**config.mk**
```make
export PLATFORM = sky130hd
export DESIGN_NAME = turbosound_mixer
export DESIGN_NICKNAME = d
export VERILOG_FILES = /design/src/rtl/turbosound_mixer.sv
export SDC_FILE = /design/constraint.sdc
export NUM_CORES = 1
export LEC_CHECK = 0
export BUFFER_PORTS_ARGS = -buffer_cell sky130_fd_sc_hd__buf_2
export CAP_MARGIN = 20
export CORE_MARGIN = 3
export CORE_UTILIZATION = 58
export DETAILED_ROUTE_END_ITERATION = 7
export MAX_ROUTING_LAYER = met4
export PLACE_DENSITY_LB_ADDON = 0.15
export SETUP_SLACK_MARGIN = 0.5
export SYNTH_ARGS = -nofsm -noshare
export SYNTH_HDL_FRONTEND = slang
export SYNTH_SLANG_ARGS = --single-unit
```
**constraint.sdc**
```tcl
create_clock -name CLK -period 4.4 [get_ports CLK]
set_input_delay 0.44 -clock CLK [delete_from_list [all_inputs] [get_ports CLK]]
set_output_delay 0.44 -clock CLK [all_outputs]
set_load 0.02 [all_outputs]
```
**src/rtl/turbosound_mixer.sv**
```systemverilog
// Stereo mixer for two ym2203 chips: one source term per clock into 19-bit
// accumulators, then saturation to a signed 16-bit left/right sample.
module turbosound_mixer (
   input  logic               CLK,
   input  logic               RESET,
   input  logic               CE_SAMPLE,
   input  logic [1:0]         MODE,
   input  logic [1:0]         CHIP_EN,
   input  logic [7:0]         A0,
   input  logic [7:0]         B0,
   input  logic [7:0]         C0,
   input  logic [7:0]         A1,
   input  logic [7:0]         B1,
   input  logic [7:0]         C1,
   input  logic [10:0]        FM0,
   input  logic [10:0]        FM1,
   output logic signed [15:0] AUDIO_L,
   output logic signed [15:0] AUDIO_R,
   output logic               READY,
   output logic               CLIP,
   output logic               OVERRUN
);

   // state | meaning
   // IDLE  | waiting for CE_SAMPLE; snapshot taken on acceptance
   // SUM   | adding one term per cycle, step 0..7
   // OUT   | saturate accumulators, pulse READY
   typedef enum logic [1:0] {IDLE, SUM, OUT} state_t;

   localparam logic signed [18:0] SAT_MAX = 19'sd32767;
   localparam logic signed [18:0] SAT_MIN = -19'sd32768;

   state_t             state_q, state_d;
   logic [2:0]         step_q, step_d;
   logic signed [18:0] acc_l_q, acc_l_d, acc_r_q, acc_r_d;
   logic [7:0]         psg_q [0:5];
   logic [10:0]        fm_q  [0:1];
   logic [1:0]         mode_q, en_q;
   logic signed [15:0] audio_l_q, audio_l_d, audio_r_q, audio_r_d;
   logic               ready_q, ready_d, clip_q, clip_d, ovr_q, ovr_d;
   logic               load;

   logic               chip_sel;
   logic [1:0]         ch_sel;
   logic [7:0]         psg_sel;
   logic [10:0]        fm_sel;
   logic signed [18:0] full_t, half_t, fm_t, term_l, term_r;
   logic               sat_l, sat_r;

   function automatic logic signed [15:0] clamp16(input logic signed [18:0] v);
      if (v > SAT_MAX)      clamp16 = 16'sh7fff;
      else if (v < SAT_MIN) clamp16 = 16'sh8000;
      else                  clamp16 = v[15:0];
   endfunction

   // Step order A0,B0,C0,FM0,A1,B1,C1,FM1 maps to {chip, channel}
   always_comb begin
      chip_sel = step_q[2];
      ch_sel   = step_q[1:0];
      unique case (step_q)
         3'd0:    psg_sel = psg_q[0];
         3'd1:    psg_sel = psg_q[1];
         3'd2:    psg_sel = psg_q[2];
         3'd4:    psg_sel = psg_q[3];
         3'd5:    psg_sel = psg_q[4];
         3'd6:    psg_sel = psg_q[5];
         default: psg_sel = 8'd0;
      endcase
      fm_sel = fm_q[chip_sel];
      full_t = {7'd0, psg_sel, 4'd0};
      half_t = {8'd0, psg_sel, 3'd0};
      fm_t   = {{5{fm_sel[10]}}, fm_sel, 3'd0};
      term_l = '0;
      term_r = '0;
      if (en_q[chip_sel]) begin
         if (ch_sel == 2'd3) begin
            term_l = fm_t;
            term_r = fm_t;
         end else begin
            unique case (mode_q)
               2'd1: begin
                  if (ch_sel == 2'd0) term_l = full_t;
                  if (ch_sel == 2'd1) begin term_l = half_t; term_r = half_t; end
                  if (ch_sel == 2'd2) term_r = full_t;
               end
               2'd2: begin
                  if (ch_sel == 2'd0) term_l = full_t;
                  if (ch_sel == 2'd1) term_r = full_t;
                  if (ch_sel == 2'd2) begin term_l = half_t; term_r = half_t; end
               end
               default: begin
                  term_l = full_t;
                  term_r = full_t;
               end
            endcase
         end
      end
   end

   always_comb begin
      state_d   = state_q;
      step_d    = step_q;
      acc_l_d   = acc_l_q;
      acc_r_d   = acc_r_q;
      audio_l_d = audio_l_q;
      audio_r_d = audio_r_q;
      clip_d    = clip_q;
      ready_d   = 1'b0;
      ovr_d     = ovr_q;
      load      = 1'b0;
      sat_l     = (acc_l_q > SAT_MAX) || (acc_l_q < SAT_MIN);
      sat_r     = (acc_r_q > SAT_MAX) || (acc_r_q < SAT_MIN);
      unique case (state_q)
         IDLE: begin
            if (CE_SAMPLE) begin
               load    = 1'b1;
               acc_l_d = '0;
               acc_r_d = '0;
               step_d  = 3'd0;
               state_d = SUM;
            end
         end
         SUM: begin
            acc_l_d = acc_l_q + term_l;
            acc_r_d = acc_r_q + term_r;
            step_d  = step_q + 3'd1;
            if (step_q == 3'd7) state_d = OUT;
         end
         OUT: begin
            audio_l_d = clamp16(acc_l_q);
            audio_r_d = clamp16(acc_r_q);
            clip_d    = sat_l || sat_r;
            ready_d   = 1'b1;
            state_d   = IDLE;
         end
         default: state_d = IDLE;
      endcase
      if (CE_SAMPLE && (state_q != IDLE)) ovr_d = 1'b1;
   end

   always_ff @(posedge CLK) begin
      if (RESET) begin
         state_q   <= IDLE;
         step_q    <= '0;
         acc_l_q   <= '0;
         acc_r_q   <= '0;
         audio_l_q <= '0;
         audio_r_q <= '0;
         ready_q   <= 1'b0;
         clip_q    <= 1'b0;
         ovr_q     <= 1'b0;
      end else begin
         state_q   <= state_d;
         step_q    <= step_d;
         acc_l_q   <= acc_l_d;
         acc_r_q   <= acc_r_d;
         audio_l_q <= audio_l_d;
         audio_r_q <= audio_r_d;
         ready_q   <= ready_d;
         clip_q    <= clip_d;
         ovr_q     <= ovr_d;
      end
   end

   // Source snapshot, frozen for the whole mix
   always_ff @(posedge CLK) begin
      if (RESET) begin
         for (int i = 0; i < 6; i++) psg_q[i] <= '0;
         fm_q[0] <= '0;
         fm_q[1] <= '0;
         mode_q  <= '0;
         en_q    <= '0;
      end else if (load) begin
         psg_q[0] <= A0;
         psg_q[1] <= B0;
         psg_q[2] <= C0;
         psg_q[3] <= A1;
         psg_q[4] <= B1;
         psg_q[5] <= C1;
         fm_q[0]  <= FM0;
         fm_q[1]  <= FM1;
         mode_q   <= MODE;
         en_q     <= CHIP_EN;
      end
   end

   assign AUDIO_L = audio_l_q;
   assign AUDIO_R = audio_r_q;
   assign READY   = ready_q;
   assign CLIP    = clip_q;
   assign OVERRUN = ovr_q;

endmodule
```
After elaboration in Yosys (flattened, before gate mapping)

Memories as Yosys holds them, arrays and structs flattened. A register that Yosys moved wholly into a read port is not among the register bits.
Cells that the tools add are included.
Widths: inputs -> output; s select.

Register bits: 82
Memory bits (writable): 70
Input bits: 77
Output and inout port bits: 35
Logic and storage cells: 101
Memories: 2

$add $sub $neg: 3
Magnitude comparators: 5
Equality and inequality tests: 15
Mux-type cells: 46
Bitwise logic cells: 8
Reductions and logical operators: 11

Memories:

| memory | depth | width | read ports | clocked after memory_dff | wr ports | RTL line | RTL |
|---|---|---|---|---|---|---|---|
| psg_q  | 6     | 8     | 6          | 0                        | 6        | 36       | `logic [7:0] psg_q [0:5];` |
| fm_q   | 2     | 11    | 1          | 1                        | 2        | 37       | `logic [10:0] fm_q [0:1];` |

Operators with widths:

| kind                 | number |
|---|---|
| $mux 19              | 9 |
| $pmux 19 s2          | 4 |
| $mux 16              | 4 |
| $mux 8               | 6 |
| $pmux 8 s6           | 1 |
| $add 19x19->19       | 2 |
| $gt 19x16->1 const B | 2 |
| $lt 19x16->1 const B | 2 |
| $mux 11              | 3 |
| $mux 12              | 2 |
| $eq 3x3->1 const B   | 4 |
| $mux 1               | 12 |
| $eq 2x2->1 const B   | 4 |
| $or 1x1->1           | 8 |
| $eq 2x1->1 const B   | 3 |
| $pmux 3 s2           | 1 |
| $logic_not 2->1      | 2 |
| $mux 2               | 2 |
| $ne 2x2->1 const B   | 2 |
| $pmux 2 s2           | 1 |
| $reduce_and 2->1     | 2 |
| $reduce_bool 2->1    | 2 |
| $add 3x1->3 const B  | 1 |
| $eq 3x1->1 const B   | 1 |
| 6 further kinds      | 8 |

Depth between registers and ports, before layout

Gate-level depths: netlist of run 1.

Depth after elaboration: 9
Depth in mapped cells: 17
Gate-level depth less buffers: 15

Least setup slack after synthesis of run 1

Ideal clock, no wire load.

Kind: reg-to-reg
From: register step_q[0]
To: register acc_r_q[18]
Setup time: 120 ps
Arrival time: 3425 ps
Data required time: 4280 ps
Path slack: 856 ps
Stages on the path, launching flop included: 15
Path buffers: 1
Period minus slack after synthesis: 3544 ps
Path through: dfxtp_1 inv_1 ha_1 buf_2 a222oi_1 mux2_2 a211oi_1 o31a_1 ha_1 a21oi_1 a211o_1 a2111o_1 and3_4 o211a_1 a211o_1

Word-level cells in the longest chain between the ends: 9
Elaborated cells between the ends (all ways): 19
Those cells by class: 1 x add/sub; 8 x eq/ne; 9 x mux; 1 x reduce/logical

Ends and longest elaborated chain:

| what                                      | RTL line | RTL |
|---|---|---|
| start: declaration                        | 34       | `logic [2:0] step_q, step_d;` |
| start signal: assignment                  | 154      | `step_q <= step_d;` |
| $eq 3x3->1, or another cell as far along  | 60       | `unique case (step_q)` |
| $pmux 8 s6                                | 60       |  |
| $mux 11 / $mux 12 (equally long branches) | 83, 88   |  |
| $mux 19 (on tied branches)                | 84, 89   |  |
| $pmux 19 s2                               | 80       | `unique case (mode_q)` |
| $mux 19 *                                 | 76       | `if (ch_sel == 2'd3) begin` |
| $mux 19 *                                 | 75       | `if (en_q[chip_sel]) begin` |
| $add 19x19->19 *                          | 125      | `acc_r_d = acc_r_q + term_r;` |
| $pmux 19 s2 *                             | 113      | `unique case (state_q)` |
| end signal: assignment                    | 156      | `acc_r_q <= acc_r_d;` |
| end: declaration                          | 35       | `logic signed [18:0] acc_l_q, acc_l_d, acc_r_q, acc_r_d;` |

Mark *: on every way between the ends. The rest lies on a longest branch, timed or not.
A chain may end at the register's enable or synchronous reset.

Worst setup path in the final report of run 1

Ends and elaborated chain as after synthesis.

==> flow_summary.ini, run 1 <==
[run]
cap_violations = 0

[setup_path]
crit_start = step_q[0]
rrSetupSlack_ps = 580
r2r.worst_path.cells = 15
path_max_fanout = 12
critPathLaunchType = flop
endpoint = acc_r_q[18]
arrival_ps = 4130
critPathRequiredTime_ps = 4710
timing.rr.end = acc_r_q[18]
end_kind = flop
worstSetupPathType = flop to flop
r2r_start = step_q[0]

[synthesis]
avgSynthCellArea_um2 = 9.40
synth_top_area_cell = edfxtp_1
seq_area_frac_synth = 0.462
yosysWarnings = 0
synthMuxAreaShare = 0.0329
synth_area_mm2 = 0.00771
ys_async_sr_fraction = 0
synth-compound-area-share = 0.206
syn_inst = 821
synth_edf_count = 70
synth_seq_cells = 143
synth_area_leaders = edfxtp_1 (27%), dfxtp_1 (19%), and2_1 (6.1%)
synth_fa_ha_area_frac = 0.0652
synth_fp_nets = 937
synth_top_area_frac = 0.273
synth_top_family_by_area = compound AO/OA/AOI/OAI gates
synth-xor-area-share = 0.0204
ys_types = 58
ys.flop_type = dfxtp_1
yosys.area_share.simple = 0.178

[sta]
relSlewSlack = 0.324
hold_viol_final = 0
min_period_ps = 3820
period_share = 0.867
tightest_slew_ps = 1010
finalClockSkew_ps = 3.79
rsz0062_at_grt = yes
max_clock_freq_ghz = 0.262
slew_viol_final = 0
finalSetupTns_ps = 0
finalSetupViolCount = 0

[placed_design]
hpwl_um = 14200
place.gp.congestion = 0.957
port_buffers = 111

[floorplanning]
io_pins = 112
start_util = 0.601
die-area_mm2 = 0.0147
die_h_um = 121
fp.dieW_um = 121
rows = 41
coreArea_mm2 = 0.0128

[cts]
cts_buffers = 17
clk_pin_slew_ps = 60
clock_latency_ps = 420
cts_root_buf = clkbuf_16
cts.sinks = 143
cts_tree = built
cts_max_level = 4
cts_hold_buffers = 0
clockBufferDepth = 2

[pwr]
combPwrFrac = 0.118
p_leak_nw = 3.76
power.switching_mw = 0.797
switching_share = 0.252
internal-power_mw = 2.36
power.density_mw_per_mm2 = 344
p_seq_frac = 0.475
clkPwrFrac = 0.406
max-vdd-ir-drop_mv = 0.287

[final_layout]
multi_input_area_mm2 = 0.00403
utilization = 0.714
n_antenna_cell = 0
area_delta_synth_final_pct = 18.8
nFillCells = 983
fin_nets = 1036
regArea_mm2 = 0.00357
layout-drive-gt1-share = 0.219

[detailed_routing]
totalWireLength_um = 19800
ant_nets = 0
dr.pass1.iters = 6
vias_per_cell = 6.00
route.vias.total = 6633
drtIter0Drc = 660
drcViolationCount = 0
routedWlPerCell_um = 17.9

[grt]
grt_use_total = 0.279
grt_pass1_wl_um = 31200
antenna_found_initial = 0
grt_pass1_vias = 6291
gr-total-overflow = 0
grt_max_degree = 75

[status]
status = complete, no violations

[min_path]
hold-path-cell-count = 3
min_from = MODE[1]
worstHoldPathType = input pin to flop
## worst min-delay path by stage
stage	to	slack [ps]
2_1_floorplan	acc_l_q[12]	450
3_3_place_gp	AUDIO_L[12]	430
3_5_place_dp	AUDIO_L[12]	440
4_1_cts	mode_q[0]	220
5_1_grt	en_q[0]	250
6_report	mode_q[1]	230
## timing repair
| action | 4_1_cts | 5_1_grt |
|---|---|---|
| pin swaps | 0 | 12 |
| setup endpoints to repair | 14 | 12 |
| buffers inserted | 0 | 7 |
| resized for setup | 7 | 30 |
## worst max-delay path, cell delays in order, from the launching register on
cell        delay (ps)
dfxtp_4            370
clkinvlp_4         140
ha_4               230
buf_4              190
a222oi_1           380
mux2_4             280
nor2_1              70
o21ai_0            180
a31oi_1            150
ha_1               360
nand2_1            110
a211o_1            260
a2111o_1           380
and3_4             180
o211a_1            190
a211o_1            220
## power by group through the flow
stage,registers [mW],clock network [mW],logic (mW)
final,1.50,1.28,0.373
after global routing,1.51,1.36,0.410
after CTS,1.50,1.30,0.336
after detailed placement,1.53,0,0.331
after global placement,1.53,0,0.327
after floorplan,1.52,0,0.220
## cells by family (layout without fill, tap and decap cells)
| group | count (synthesis) | after routing |
|---|---|---|
| buf+inv | 68 | 180 |
| compound gates | 253 | 253 |
| flops | 143 | 143 |
| fa+ha+maj | 39 | 39 |
| simple gates | 276 | 276 |
| mux | 24 | 24 |
| xor+xnor | 18 | 18 |
## per-stage QoR
stage	setup slack (ps)	instance area, um^2	hold slack [ps]	power, mW	std cells
floorplan	856	7710	448	1.74	821
global placement	386	8370	435	1.85	1064
detailed placement	245	8370	442	1.86	1064
CTS	500	8920	219	3.13	1096
global route	392	9160	246	3.28	1105
finish	584	9160	230	3.16	1105
## state kept, by name, indices dropped and copies added, names as in the netlist, named ones only
register / cells
AUDIO_L: 14
AUDIO_R: 14
CLIP: 1
OVERRUN: 1
READY: 1
acc_l_q: 16
acc_r_q: 16
en_q: 2
fm_q: 22
mode_q: 2
psg_q: 48
state_q: 2
step_q: 3
## cells in the final DEF, fill, tap and decap left out, types with 13 or more instances in the layout
cell type,netlist,layout
buf_2,6,111
nand2_1,92,91
and2_1,75,75
a21oi_1,76,71
dfxtp_1,73,70
edfxtp_1,70,70
o21ai_0,68,66
nor2_1,51,48
ha_1,37,32
a22oi_1,23,22
buf_4,4,19
clkbuf_16,0,17
a222oi_1,14,14
nand3_1,13,13
inv_1,15,13
## final cells by class
class,count,share of cell area
Tap cell,172,0.0235
Inverter,15,0.00656
Sequential cell,143,0.390
Clock buffer,21,0.0503
Multi-Input combinational cell,610,0.440
Clock inverter,11,0.00738
Timing Repair Buffer,133,0.0821
## per-layer routing
layer | share of wire | global-route usage | up-vias | wire length, um
li1 | - | - | 3206 | -
met1 | 0.41 | 0.341 | 3080 | 8070
met2 | 0.49 | 0.459 | 281 | 9750
met3 | 0.065 | 0.0462 | 66 | 1290
met4 | 0.034 | 0.123 | 0 | 679
met5 | 0 | - | - | 0
## Yosys cell counts, types with 6 or more instances
cell      count
a21oi_1      76
buf_2         6
a22oi_1      23
mux2i_1      13
a222oi_1     14
a21o_1        9
nand3_1      13
and2_1       75
xor2_1        8
nor3_1        6
a31oi_1      12
nor2_1       51
inv_1        15
nor2b_1       9
dfxtp_1      73
mux2_2       11
nand4_1       8
clkbuf_1     39
edfxtp_1     70
xnor2_1      10
nand2_1      92
o21ai_0      68
ha_1         37
o22ai_1      11
(Power assumes the default switching activity.)
==> run 2, diff against run 1 <==
Settings changed: CORE_ASPECT_RATIO set to 1.5, CORE_UTILIZATION 58 to 60, CTS_BUF_LIST set to sky130_fd_sc_hd__clkbuf_4 sky130_fd_sc_hd__clkbuf_8.
==> run 2 against run 1 <==
  * Combinational power hardly changed
  * Wire length is 1.4% higher
  * Sequential share of layout area is 0.66 points higher
  * Register-to-register slack hardly changed
  * Largest cell class unchanged
==> flow_summary.ini, run 2 (same netlist as run 1, synthesis figures left out) <==
[status]
status = complete, no violations

[floorplanning]
die_h_um = 145
coreArea_mm2 = 0.0125
fp.dieW_um = 98.6
io_pins = 112
start_util = 0.617
rows = 50
die-area_mm2 = 0.0143

[cts]
cts_root_buf = clkbuf_8
cts_buffers = 17
clk_pin_slew_ps = 80
clock_latency_ps = 440
clockBufferDepth = 2
cts_max_level = 4
cts_tree = built
cts.sinks = 143

[setup_path]
cpMaxStageDelayCell = a2111o_1
worstSetupPathType = flop to flop
cp_slowest_stage_delay_ps = 400
end_kind = flop
critPathLaunchType = flop
path_max_fanout = 8
critPathRequiredTime_ps = 4730
crit_chain = inv_1 -> ha_4 -> buf_4 -> buf_4 -> a222oi_1 -> mux2_4 -> a211oi_2 -> o31a_1 -> ha_4 -> a21oi_1 -> a211o_1 -> a2111o_1 -> and3_4 -> o211a_1 -> a211o_1
arrival_ps = 4150

[final_layout]
layout-drive-gt1-share = 0.226
final_cell_mix = buf_2 (111), nand2_1 (91), and2_1 (75), dfxtp_1 (71), a21oi_1 (71)
multi_input_area_mm2 = 0.00398
regMostFlops = psg_q
fin_nets = 1043
regArea_mm2 = 0.00357
final_common_cell = buf_2
reg_top3 = psg_q: 48 flops, fm_q: 22 flops
largest_reg_flops = 48
utilization = 0.720
area_delta_synth_final_pct = 16.7
nFillCells = 939
n_antenna_cell = 0

[placed_design]
port_buffers = 111
place.gp.congestion = 0.927
hpwl_um = 14800

[detailed_routing]
routedWlPerCell_um = 18.3
drcViolationCount = 0
dr.pass1.iters = 7
route.vias.total = 6627
totalWireLength_um = 20100
drtIter0Drc = 434
ant_nets = 0
vias_per_cell = 6.05

[grt]
grt_max_degree = 75
grt_use_total = 0.285
grt_pass1_vias = 6430
grt_use_met3 = 0.0408
grtUsageMet2 = 0.524
gr-total-overflow = 0
antenna_found_initial = 0
use_met1 = 0.294
grt_pass1_wl_um = 31200
busiest_layer = met2

[sta]
tightest_slew_ps = 853
min_period_ps = 3830
rsz0062_at_grt = yes
finalSetupTns_ps = 0
finalClockSkew_ps = 11.9
finalSetupViolCount = 0
slew_viol_final = 0
hold_viol_final = 0
max_clock_freq_ghz = 0.261
period_share = 0.870
relSlewSlack = 0.431

[pwr]
max-vdd-ir-drop_mv = 0.248
p_leak_nw = 3.74
power.density_mw_per_mm2 = 325

[min_path]
worstHoldPathType = input pin to flop

[run]
cap_violations = 0
==> run 2: report_power, final <==
part	switching (mW)	leakage (nW)	internal, mW
combinational	0.224	2.19	0.151
clock	0.521	0.204	0.529
sequential	0.0302	1.35	1.47
==> run 2: path summary, 6_finish.rpt <==
path          startpoint           to  slack, ps  cells after the start
min              MODE[0]    mode_q[0]        210                      3
max            step_q[1]  acc_r_q[18]        570                     15
min reg2reg  AUDIO_R[14]  AUDIO_R[14]        450                      2
max reg2reg    step_q[1]  acc_r_q[18]        570                     15
==> run 2: worst max-delay path: cells and delay by family (launching register included) <==
family | cells | cell delay [ps]
muxes | 1 | 300
adders and majority gates | 2 | 520
buffers and inverters | 3 | 360
AOI/OAI and AO/OA | 8 | 1980
and+or+nand+nor | 1 | 190
DFF | 1 | 370
==> run 2: area by class of cell <==
cell class,instances,area share
inverters,15,0.00625
repair buffers,140,0.0899
multi-input cells,610,0.442
well taps,156,0.0217
flip-flops and latches,143,0.397
clock inverters,12,0.0147
clock buffers,20,0.0285
==> run 2: metrics by stage <==
stage | total power [mW] | hold slack (ps) | instance area, um^2 | instances | setup WS, ps
3_5_place_dp | 1.86 | 440 | 8400 | 1055 | 245
3_3_place_gp | 1.85 | 438 | 8400 | 1055 | 394
6_report | 2.92 | 208 | 9000 | 1096 | 574
5_1_grt | 3.03 | 211 | 9000 | 1096 | 472
2_1_floorplan | 1.74 | 448 | 7710 | 821 | 856
4_1_cts | 2.91 | 180 | 8830 | 1088 | 516
==> run 2: what timing repair did <==
action,in CTS,in global routing
pin swaps,0,9
endpoints found under the setup margin,6,18
gates cloned,0,0
buffers inserted,1,7
gates resized for setup,9,21
hold buffers,0,0
==> run 2: per-layer routing <==
layer / wire [um] / up-vias / part of all wire
met3: 787 / 58 / 0.039
met1: 7490 / 3137 / 0.37
li1: - / 3213 / -
met4: 907 / 0 / 0.045
met5: 0 / - / 0
met2: 10900 / 219 / 0.54
